==> src/rtl/four_digit_scanner_if.sv <==
// Signal bundle between a host and the four-digit display scanner.
// The host uses the master side and the scanner uses the slave side.
interface four_digit_scanner_if;
    logic [15:0] data_in;
    logic [3:0]  dp_in;
    logic        load;
    logic        lz_en;
    logic [3:0]  char;
    logic [3:0]  anode;
    logic        dp;
    logic        busy;
    logic        frame_tick;

    modport master (
        output data_in, dp_in, load, lz_en,
        input  char, anode, dp, busy, frame_tick
    );

    modport slave (
        input  data_in, dp_in, load, lz_en,
        output char, anode, dp, busy, frame_tick
    );
endinterface

==> src/rtl/four_digit_scanner.sv <==
// Time-multiplexed four-digit 7-segment scanner with a blanking guard per slot.
// New values are double-buffered and only go live on a frame boundary.
//
// state    | meaning
// ---------+-----------------------------------------------------------
// ST_BLANK | leading guard cycles of a slot, all anodes off, dp off
// ST_SHOW  | rest of the slot, anode of digit idx on (unless suppressed)
module four_digit_scanner #(
    parameter int REFRESH_DIV  = 50000,
    parameter int BLANK_CYCLES = 4
) (
    input  logic                 clk,
    input  logic                 reset_n,
    four_digit_scanner_if.slave  bus
);
    localparam logic [15:0] CNT_LAST  = 16'(REFRESH_DIV - 1);
    localparam logic [15:0] BLANK_END = 16'(BLANK_CYCLES);

    typedef enum logic {ST_BLANK = 1'b0, ST_SHOW = 1'b1} state_t;

    state_t      r_state;
    state_t      w_state_nxt;
    logic [15:0] r_cnt;
    logic [15:0] w_cnt_nxt;
    logic [1:0]  r_idx;
    logic [1:0]  w_idx_nxt;
    logic [15:0] r_active;
    logic [15:0] r_shadow;
    logic [3:0]  r_active_dp;
    logic [3:0]  r_shadow_dp;
    logic        r_pending;
    logic        r_frame_tick;
    logic        r_lz;
    logic        w_boundary;
    logic [3:0]  w_suppress;
    logic [3:0]  w_anode;
    logic        w_dp;

    always_ff @(posedge clk or negedge reset_n) begin
        if (!reset_n) begin
            r_state <= ST_BLANK;
            r_cnt   <= 16'd0;
            r_idx   <= 2'd0;
        end else begin
            r_state <= w_state_nxt;
            r_cnt   <= w_cnt_nxt;
            r_idx   <= w_idx_nxt;
        end
    end

    always_comb begin
        w_cnt_nxt   = r_cnt + 16'd1;
        w_idx_nxt   = r_idx;
        w_anode     = 4'hF;
        w_dp        = 1'b1;
        w_boundary  = (r_idx == 2'd3) && (r_cnt == CNT_LAST);
        if (r_cnt == CNT_LAST) begin
            w_cnt_nxt = 16'd0;
            w_idx_nxt = r_idx + 2'd1;
        end
        // State follows the counter value it will hold after this edge.
        w_state_nxt = (w_cnt_nxt < BLANK_END) ? ST_BLANK : ST_SHOW;
        case (r_state)
            ST_SHOW: begin
                if (!w_suppress[r_idx]) begin
                    w_anode = ~(4'b0001 << r_idx);
                end
                w_dp = ~r_active_dp[r_idx];
            end
            default: begin
                w_anode = 4'hF;
                w_dp    = 1'b1;
            end
        endcase
    end

    // A digit with its own dp lit is never blanked, even if it and all higher digits are zero.
    assign w_suppress[0] = 1'b0;
    assign w_suppress[1] = r_lz && (r_active[15:4]  == 12'h000) && !r_active_dp[1];
    assign w_suppress[2] = r_lz && (r_active[15:8]  == 8'h00)   && !r_active_dp[2];
    assign w_suppress[3] = r_lz && (r_active[15:12] == 4'h0)    && !r_active_dp[3];

    always_ff @(posedge clk or negedge reset_n) begin
        if (!reset_n) begin
            r_active     <= 16'h0000;
            r_active_dp  <= 4'h0;
            r_shadow     <= 16'h0000;
            r_shadow_dp  <= 4'h0;
            r_pending    <= 1'b0;
            r_frame_tick <= 1'b0;
            r_lz         <= 1'b0;
        end else begin
            r_lz         <= bus.lz_en;
            r_frame_tick <= w_boundary;
            if (w_boundary && r_pending) begin
                r_active    <= r_shadow;
                r_active_dp <= r_shadow_dp;
            end
            // A load on the boundary edge lands in the shadow after the old shadow went live.
            if (bus.load) begin
                r_shadow    <= bus.data_in;
                r_shadow_dp <= bus.dp_in;
                r_pending   <= 1'b1;
            end else if (w_boundary) begin
                r_pending   <= 1'b0;
            end
        end
    end

    assign bus.anode      = w_anode;
    assign bus.dp         = w_dp;
    assign bus.char       = r_active[{r_idx, 2'b00} +: 4];
    assign bus.busy       = r_pending;
    assign bus.frame_tick = r_frame_tick;
endmodule
==> src/flat_wrapper.sv <==
// flat-port wrapper written by rule: the top's interface ports become plain ports
module four_digit_scanner_flat 
#(
    parameter int REFRESH_DIV  = 50000,
    parameter int BLANK_CYCLES = 4
)
  (clk, reset_n, bus_data_in, bus_dp_in, bus_load, bus_lz_en, bus_char, bus_anode, bus_dp, bus_busy, bus_frame_tick);
  four_digit_scanner_if bus_i ();
  input  logic clk;
  input  logic reset_n;
  input wire logic [$bits(bus_i.data_in)-1:0] bus_data_in;
  input wire logic [$bits(bus_i.dp_in)-1:0] bus_dp_in;
  input wire logic [$bits(bus_i.load)-1:0] bus_load;
  input wire logic [$bits(bus_i.lz_en)-1:0] bus_lz_en;
  output wire logic [$bits(bus_i.char)-1:0] bus_char;
  output wire logic [$bits(bus_i.anode)-1:0] bus_anode;
  output wire logic [$bits(bus_i.dp)-1:0] bus_dp;
  output wire logic [$bits(bus_i.busy)-1:0] bus_busy;
  output wire logic [$bits(bus_i.frame_tick)-1:0] bus_frame_tick;
  assign bus_i.data_in = bus_data_in;
  assign bus_i.dp_in = bus_dp_in;
  assign bus_i.load = bus_load;
  assign bus_i.lz_en = bus_lz_en;
  assign bus_char = bus_i.char;
  assign bus_anode = bus_i.anode;
  assign bus_dp = bus_i.dp;
  assign bus_busy = bus_i.busy;
  assign bus_frame_tick = bus_i.frame_tick;
  four_digit_scanner #(.REFRESH_DIV(REFRESH_DIV), .BLANK_CYCLES(BLANK_CYCLES)) u_core (.clk(clk), .reset_n(reset_n), .bus(bus_i));
endmodule
==> config.mk <==
export PLATFORM = sky130hd
export DESIGN_NAME = four_digit_scanner_flat
export DESIGN_NICKNAME = d
export VERILOG_FILES = /design/src/rtl/four_digit_scanner_if.sv /design/src/rtl/four_digit_scanner.sv /design/src/flat_wrapper.sv
export SDC_FILE = /design/constraint.sdc
export NUM_CORES = 1
export LEC_CHECK = 0
export ABC_AREA = 1
export CORE_UTILIZATION = 25
export CTS_CLUSTER_DIAMETER = 30
export DETAILED_ROUTE_END_ITERATION = 8
export PLACE_DENSITY_LB_ADDON = 0.1
export SLEW_MARGIN = 20
export SYNTH_ARGS = -nofsm -noshare
export SYNTH_HDL_FRONTEND = slang
export SYNTH_SLANG_ARGS = --single-unit
==> constraint.sdc <==
create_clock -name clk -period 1.5 [get_ports clk]
set_clock_uncertainty 0.1 [all_clocks]
set_input_delay 0.3 -clock clk [delete_from_list [all_inputs] [get_ports clk]]
set_output_delay 0.3 -clock clk [all_outputs]
set_load 0.01 [all_outputs]
# == After elaboration in Yosys (flattened, before gate mapping) ==
# Index checks and enable logic that the tools add are counted.
# totals
n_memories,0
inputBits,24
output_inout_bits,11
elab_cells,46
ff_bits,62
romBits,0
latchBits,0
mem_bits_rw,0
# classes
reduce_logical,15
div,0
n_eq_ne,2
mux,11
order_cmp,2
mul,0
shift,2
add_sub_neg,2
n_bitwise,2
# ops
cell,n
"16-bit by 1-bit adder with 16-bit output, second input constant",1
"16-bit equality test, second input constant",1
"16-bit by 3-bit < comparator with 1-bit output, second input constant",1
16-bit 2-to-1 mux,1
16-bit by 5-bit indexed part select with 4-bit output,1
12-bit zero test,1
1-bit logical AND,8
8-bit zero test,1
4-bit 2-to-1 mux,2
1-bit 2-to-1 mux,6
1-bit binary-select mux with 2-bit select,2
4-bit zero test,1
4-bit inverter,1
"1-bit by 2-bit << shifter with 4-bit output, first input constant",1
1-bit zero test,3
"2-bit by 3-bit < comparator with 1-bit output, second input constant",1
"2-bit by 1-bit adder with 2-bit output, second input constant",1
"2-bit equality test, second input constant",1
2-bit nonzero test,1
1-bit inverter,1

# == Logic depth before layout (Yosys ltp) ==
# depth
word_depth,7
ltp_mapped,10
mapped_depth_nobuf,10

# == Least setup slack after synthesis ==
# No wires, ideal clock.
# synth_timing
path_kind,register to register
startpoint,register u_core.r_cnt[0]
endpoint,register u_core.r_state
period_less_slack_ns,1.541
arrival_time_ns,1.310
n_path_buf,0
path_stages_with_launch,11
required_ns,1.270
setup_ns,0.130
setup_slack_ns,-0.041
cell_sequence,dfrtp_1 -> ha_1 -> nand2_1 -> nor2_2 -> nand2_2 -> nor2_1 -> nand2_1 -> nand2_1 -> nand2_1 -> nor2_1 -> nand3_1
# synth_between
elab_chain_cells,4
word_cells_on_any_way,5
classes_between,1 x add/sub; 1 x order compare; 1 x eq/ne; 2 x mux
# synth_rtl
item,line,rtl
start: declaration,four_digit_scanner.sv:23,logic [15:0] r_cnt;
start signal: assignment,four_digit_scanner.sv:46,r_cnt <= w_cnt_nxt;
16-bit by 1-bit adder with 16-bit output or 16-bit equality test (tied branches),"four_digit_scanner.sv:52, four_digit_scanner.sv:57",
16-bit 2-to-1 mux *,four_digit_scanner.sv:57,if (r_cnt == CNT_LAST) begin
16-bit by 3-bit < comparator with 1-bit output *,four_digit_scanner.sv:62,w_state_nxt = (w_cnt_nxt < BLANK_END) ? ST_BLANK : ST_SHOW;
1-bit 2-to-1 mux *,four_digit_scanner.sv:62,
named net u_core.w_state_nxt,four_digit_scanner.sv:22,state_t w_state_nxt;
end signal: assignment,four_digit_scanner.sv:45,r_state <= w_state_nxt;
end: declaration,four_digit_scanner.sv:21,state_t r_state;
# Mark *: on every way through the listed nets, which the timed path passes. The rest lies on a longest branch.
# A chain may end at the register's enable or synchronous reset.

# == Worst setup path in the final report ==
# layout_timing
startpoint,register u_core.r_active[11]
endpoint,output port bus_anode[2]
# layout_between
elab_chain_cells,7
word_cells_on_any_way,10
classes_between,4 x mux; 6 x reduce/logical
# layout_rtl
item,line,rtl
start: declaration,four_digit_scanner.sv:27,logic [15:0] r_active;
start signal: assignment,four_digit_scanner.sv:96,r_active <= r_shadow;
12-bit zero test or 8-bit zero test (tied branches),"four_digit_scanner.sv:79, four_digit_scanner.sv:80",
1-bit logical AND (on tied branches) (2 in series),"four_digit_scanner.sv:79, four_digit_scanner.sv:80",
1-bit binary-select mux with 2-bit select *,four_digit_scanner.sv:65,if (!w_suppress[r_idx]) begin
1-bit 2-to-1 mux (not written as such) *,four_digit_scanner.sv:65,
4-bit 2-to-1 mux *,four_digit_scanner.sv:65,
4-bit 2-to-1 mux *,four_digit_scanner.sv:63,case (r_state)
end: declaration,flat_wrapper.sv:16,output wire logic [$bits(bus_i.anode)-1:0] bus_anode;
# Mark *: on every way between the ends. The rest lies on a longest branch, timed or not. The select of a mux whose other input is x is not followed.

==> impl_metrics.xml <==
<?xml version="1.0" encoding="UTF-8"?>
<metrics>
  <group name="drt">
    <metric name="wl_per_cell" unit="um">13.48</metric>
    <metric name="post_drt_via_cell_ratio" unit="">4.212</metric>
    <metric name="routed-via-count" unit="">2898</metric>
    <metric name="route.antenna.remaining_nets" unit="">0</metric>
    <metric name="drc_marker_count_from_the_first_detailed_route_iteration" unit="">99</metric>
    <metric name="firstDrtPassIters" unit="">4</metric>
    <metric name="route.final.wire_length" unit="um">9277</metric>
    <metric name="drt_drc_violations_left" unit="">0</metric>
  </group>
  <group name="clock_network">
    <metric name="cts_tree" unit="">done</metric>
    <metric name="clk_latency" unit="ns">0.33</metric>
    <metric name="clkSlewWorstSetupHoldPaths" unit="ns">0.05</metric>
    <metric name="cts_sink_cnt" unit="">62</metric>
    <metric name="cts_max_path_buffers" unit="">2</metric>
    <metric name="cts_root_buffer_type" unit="">sky130_fd_sc_hd__clkbuf_16</metric>
    <metric name="cts_max_level" unit="">3</metric>
    <metric name="tritoncts_buffers" unit="">9</metric>
  </group>
  <group name="sta">
    <metric name="final_max_slew_viol_count" unit="">0</metric>
    <metric name="finalCriticalPeriod" unit="ns">1.967</metric>
    <metric name="final.setup.worst_slack" unit="ns">-0.4668</metric>
    <metric name="timing.final.setup_violations" unit="">37</metric>
    <metric name="rsz0062_at_grt" unit="">true</metric>
    <metric name="max_slew.worst_pin.slew" unit="ns">0.3642</metric>
    <metric name="timing.slew.headroom" unit="%">75.72</metric>
    <metric name="timing.fmax" unit="MHz">508.4</metric>
    <metric name="final-hold-violation-count" unit="">0</metric>
    <metric name="hold_slack" unit="ns">0.3498</metric>
    <metric name="setup_tns" unit="ns">-9.972</metric>
    <metric name="post-route-period-util" unit="%">131.1</metric>
  </group>
  <group name="placement">
    <metric name="place_area" unit="sq mm">0.004193</metric>
    <metric name="place_congestion" unit="">0.8010</metric>
    <metric name="dp_hpwl" unit="um">5673</metric>
    <metric name="place_ws" unit="ns">-0.6089</metric>
    <metric name="dp.cells" unit="">650</metric>
    <metric name="place.port_buffers" unit="">34</metric>
  </group>
  <group name="final_layout">
    <metric name="final_util" unit="%">44.99</metric>
    <metric name="design.final.nets" unit="">546</metric>
    <metric name="final_layout_size_suffix_gt1_share" unit="%">50.00</metric>
    <metric name="areaGrowthSynthToFinish" unit="%">74.04</metric>
    <metric name="fin_area" unit="sq mm">0.005426</metric>
    <metric name="final_common_cell" unit="">sky130_fd_sc_hd__nand2_1</metric>
    <metric name="finish.cell_count_without_fillers" unit="">688</metric>
    <metric name="fillCellCount" unit="">1165</metric>
    <metric name="antennaDiodeCount" unit="">0</metric>
    <metric name="layout.cells.most_common_list" unit="">62 x sky130_fd_sc_hd__nand2_1, 59 x sky130_fd_sc_hd__dfrtp_1, 56 x sky130_fd_sc_hd__buf_4</metric>
  </group>
  <group name="power_and_ir_drop">
    <metric name="cellPowerDensity" unit="mW/mm^2">704.1</metric>
    <metric name="peakVddDrop" unit="uV">567.5</metric>
    <metric name="finalPower" unit="mW">3.821</metric>
    <metric name="p_leak" unit="nW">2.599</metric>
  </group>
  <group name="synthesis">
    <metric name="synth.ff_latch_count" unit="">62</metric>
    <metric name="netlist.area_leader.share" unit="%">49.76</metric>
    <metric name="synth.yosys.seq_area_share" unit="%">49.76</metric>
    <metric name="synthFlopType" unit="">sky130_fd_sc_hd__dfrtp_1</metric>
    <metric name="syn-mean-instance-area" unit="sq um">8.120</metric>
    <metric name="synth-warning-count" unit="">0</metric>
    <metric name="ranking_of_synthesized_cells_by_area" unit="">sky130_fd_sc_hd__dfrtp_1 50%, sky130_fd_sc_hd__nand2_1 12%, sky130_fd_sc_hd__inv_1 7.6%</metric>
    <metric name="postSynth.asyncResetShare" unit="%">100.0</metric>
    <metric name="synth_top_area_cell" unit="">sky130_fd_sc_hd__dfrtp_1</metric>
    <metric name="ys_types" unit="">27</metric>
    <metric name="synth.cell_area" unit="sq mm">0.003118</metric>
    <metric name="synth-edff-count" unit="">0</metric>
    <metric name="postSynthNetCount" unit="">413</metric>
    <metric name="post_synth_inst_count" unit="">384</metric>
  </group>
  <group name="run">
    <metric name="max_cap_violations" unit="">0</metric>
  </group>
  <group name="setup_path">
    <metric name="path_max_fanout" unit="">3</metric>
    <metric name="crit_type" unit="">reg -&gt; out</metric>
    <metric name="worst_ep_required_time" unit="ns">1.10</metric>
    <metric name="critical_path.startpoint_type" unit="">flip-flop</metric>
    <metric name="worst_setup_path_end_kind" unit="">primary output</metric>
    <metric name="cp.arrival" unit="ns">1.57</metric>
  </group>
  <group name="die">
    <metric name="die-width" unit="um">113.7</metric>
    <metric name="floorplan.initialDensity" unit="%">25.85</metric>
    <metric name="pin_count" unit="">35</metric>
    <metric name="core_area" unit="sq mm">0.01206</metric>
    <metric name="floorplan.rows" unit="">40</metric>
    <metric name="die_ar" unit="sq mm">0.01292</metric>
    <metric name="die_h" unit="um">113.7</metric>
  </group>
  <group name="status">
    <metric name="outcome" unit="">finished, violations left</metric>
    <metric name="violations_in_the_final_reports" unit="">negative setup slack</metric>
  </group>
  <group name="global_routing">
    <metric name="first_global_vias" unit="">2970</metric>
    <metric name="grt_overflow" unit="">0</metric>
    <metric name="first_pass_grt_wire_length" unit="um">15170</metric>
    <metric name="gr-usage-all-layers" unit="%">15.40</metric>
    <metric name="maximum_number_of_pins_on_one_net_before_global_route_repair" unit="">63</metric>
    <metric name="antenna_found_initial" unit="">0</metric>
  </group>
  <group name="min_path">
    <metric name="worst_hold_path_type" unit="">in -&gt; reg</metric>
  </group>
</metrics>
==> where the power goes <==
| part | total [mW] | internal (mW) | switching [mW] |
|---|---|---|---|
| logic | 0.195 | 0.0867 | 0.108 |
| registers | 1.73 | 1.72 | 0.0116 |
| clock network | 1.89 | 1.14 | 0.755 |
| total | 3.82 | 2.95 | 0.874 |
==> cell type report <==
class	count	area [sq um]	area share, %
clock buffer	10	239.0	4.404
multi-input combinational	246	1808	33.32
clock inverter	4	25.02	0.4611
inverter	65	249.0	4.588
sequential	62	1555	28.66
timing repair buffer	133	1340	24.69
tap	168	210.2	3.874
==> flip-flops by register name, indices dropped and copies added (netlist names) <==
signal / flops
u_core.r_lz: 1
u_core.bus.busy: 1
u_core.r_state: 1
u_core.r_active: 16
u_core.r_active_dp: 4
u_core.r_idx: 2
u_core.bus.frame_tick: 1
u_core.r_shadow_dp: 4
u_core.r_shadow: 16
u_core.r_cnt: 16
==> cells in the mapped netlist (all sizes together) (2+ instances only) <==
cell type  instances
nand3             23
buf                5
nand4              3
a21oi              6
nor2              40
inv               64
dfrtp             62
nor4               2
o21ai             51
clkbuf             6
nand2            105
o21bai             4
ha                 5
o22ai              3
==> critical path, cell delays in order (launching register included) <==
cell,delay [ns]
sky130_fd_sc_hd__dfrtp_1,0.40
sky130_fd_sc_hd__nor4_2,0.32
sky130_fd_sc_hd__a21oi_1,0.08
sky130_fd_sc_hd__nor2_1,0.13
sky130_fd_sc_hd__nand2_2,0.12
sky130_fd_sc_hd__nand3_2,0.10
sky130_fd_sc_hd__buf_6,0.11
==> path summary, 6_finish.rpt <==
check | from | endpoint | slack (ns) | depth (start not counted)
worst max-delay path | u_core.r_active[11] | bus_anode[2] | -0.47 | 6
worst max register to register | u_core.r_cnt[1] | u_core.r_active[10] | -0.32 | 11
worst min register to register | u_core.r_shadow_dp[3] | u_core.r_active_dp[3] | 0.41 | 2
max in group asynchronous | reset_n | u_core.r_cnt[3] | 0.57 | 3
worst min-delay path | bus_lz_en | u_core.r_lz | 0.35 | 1
min in group asynchronous | reset_n | u_core.r_cnt[10] | 0.39 | 3
==> what timing repair did <==
item	CTS	global route
endpoints found under the setup margin	41	42
hold endpoints to repair	62	0
hold buffers	1	0
resized for setup	158	89
setup buffers	20	7
gates cloned	6	0
pin swaps	30	39
==> metal layers <==
metal	wire length (um)	vias up	track usage (%)
met5	0	-	0
met4	174	0	6.228
met3	288	17	3.719
met2	4581	44	25.53
met1	4232	1371	19.26
li1	-	1466	-
==> cell families after synthesis <==
group	count (synthesis)	share of synthesized area, %
and+or+nand+nor	175	24.24
xor gates and xnor gates	1	0.2810
adders and majority gates	5	2.006
buffers and inverters	76	10.35
AOI/OAI and AO/OA	65	13.36
DFF	62	49.76
(Power assumes the default switching activity.)
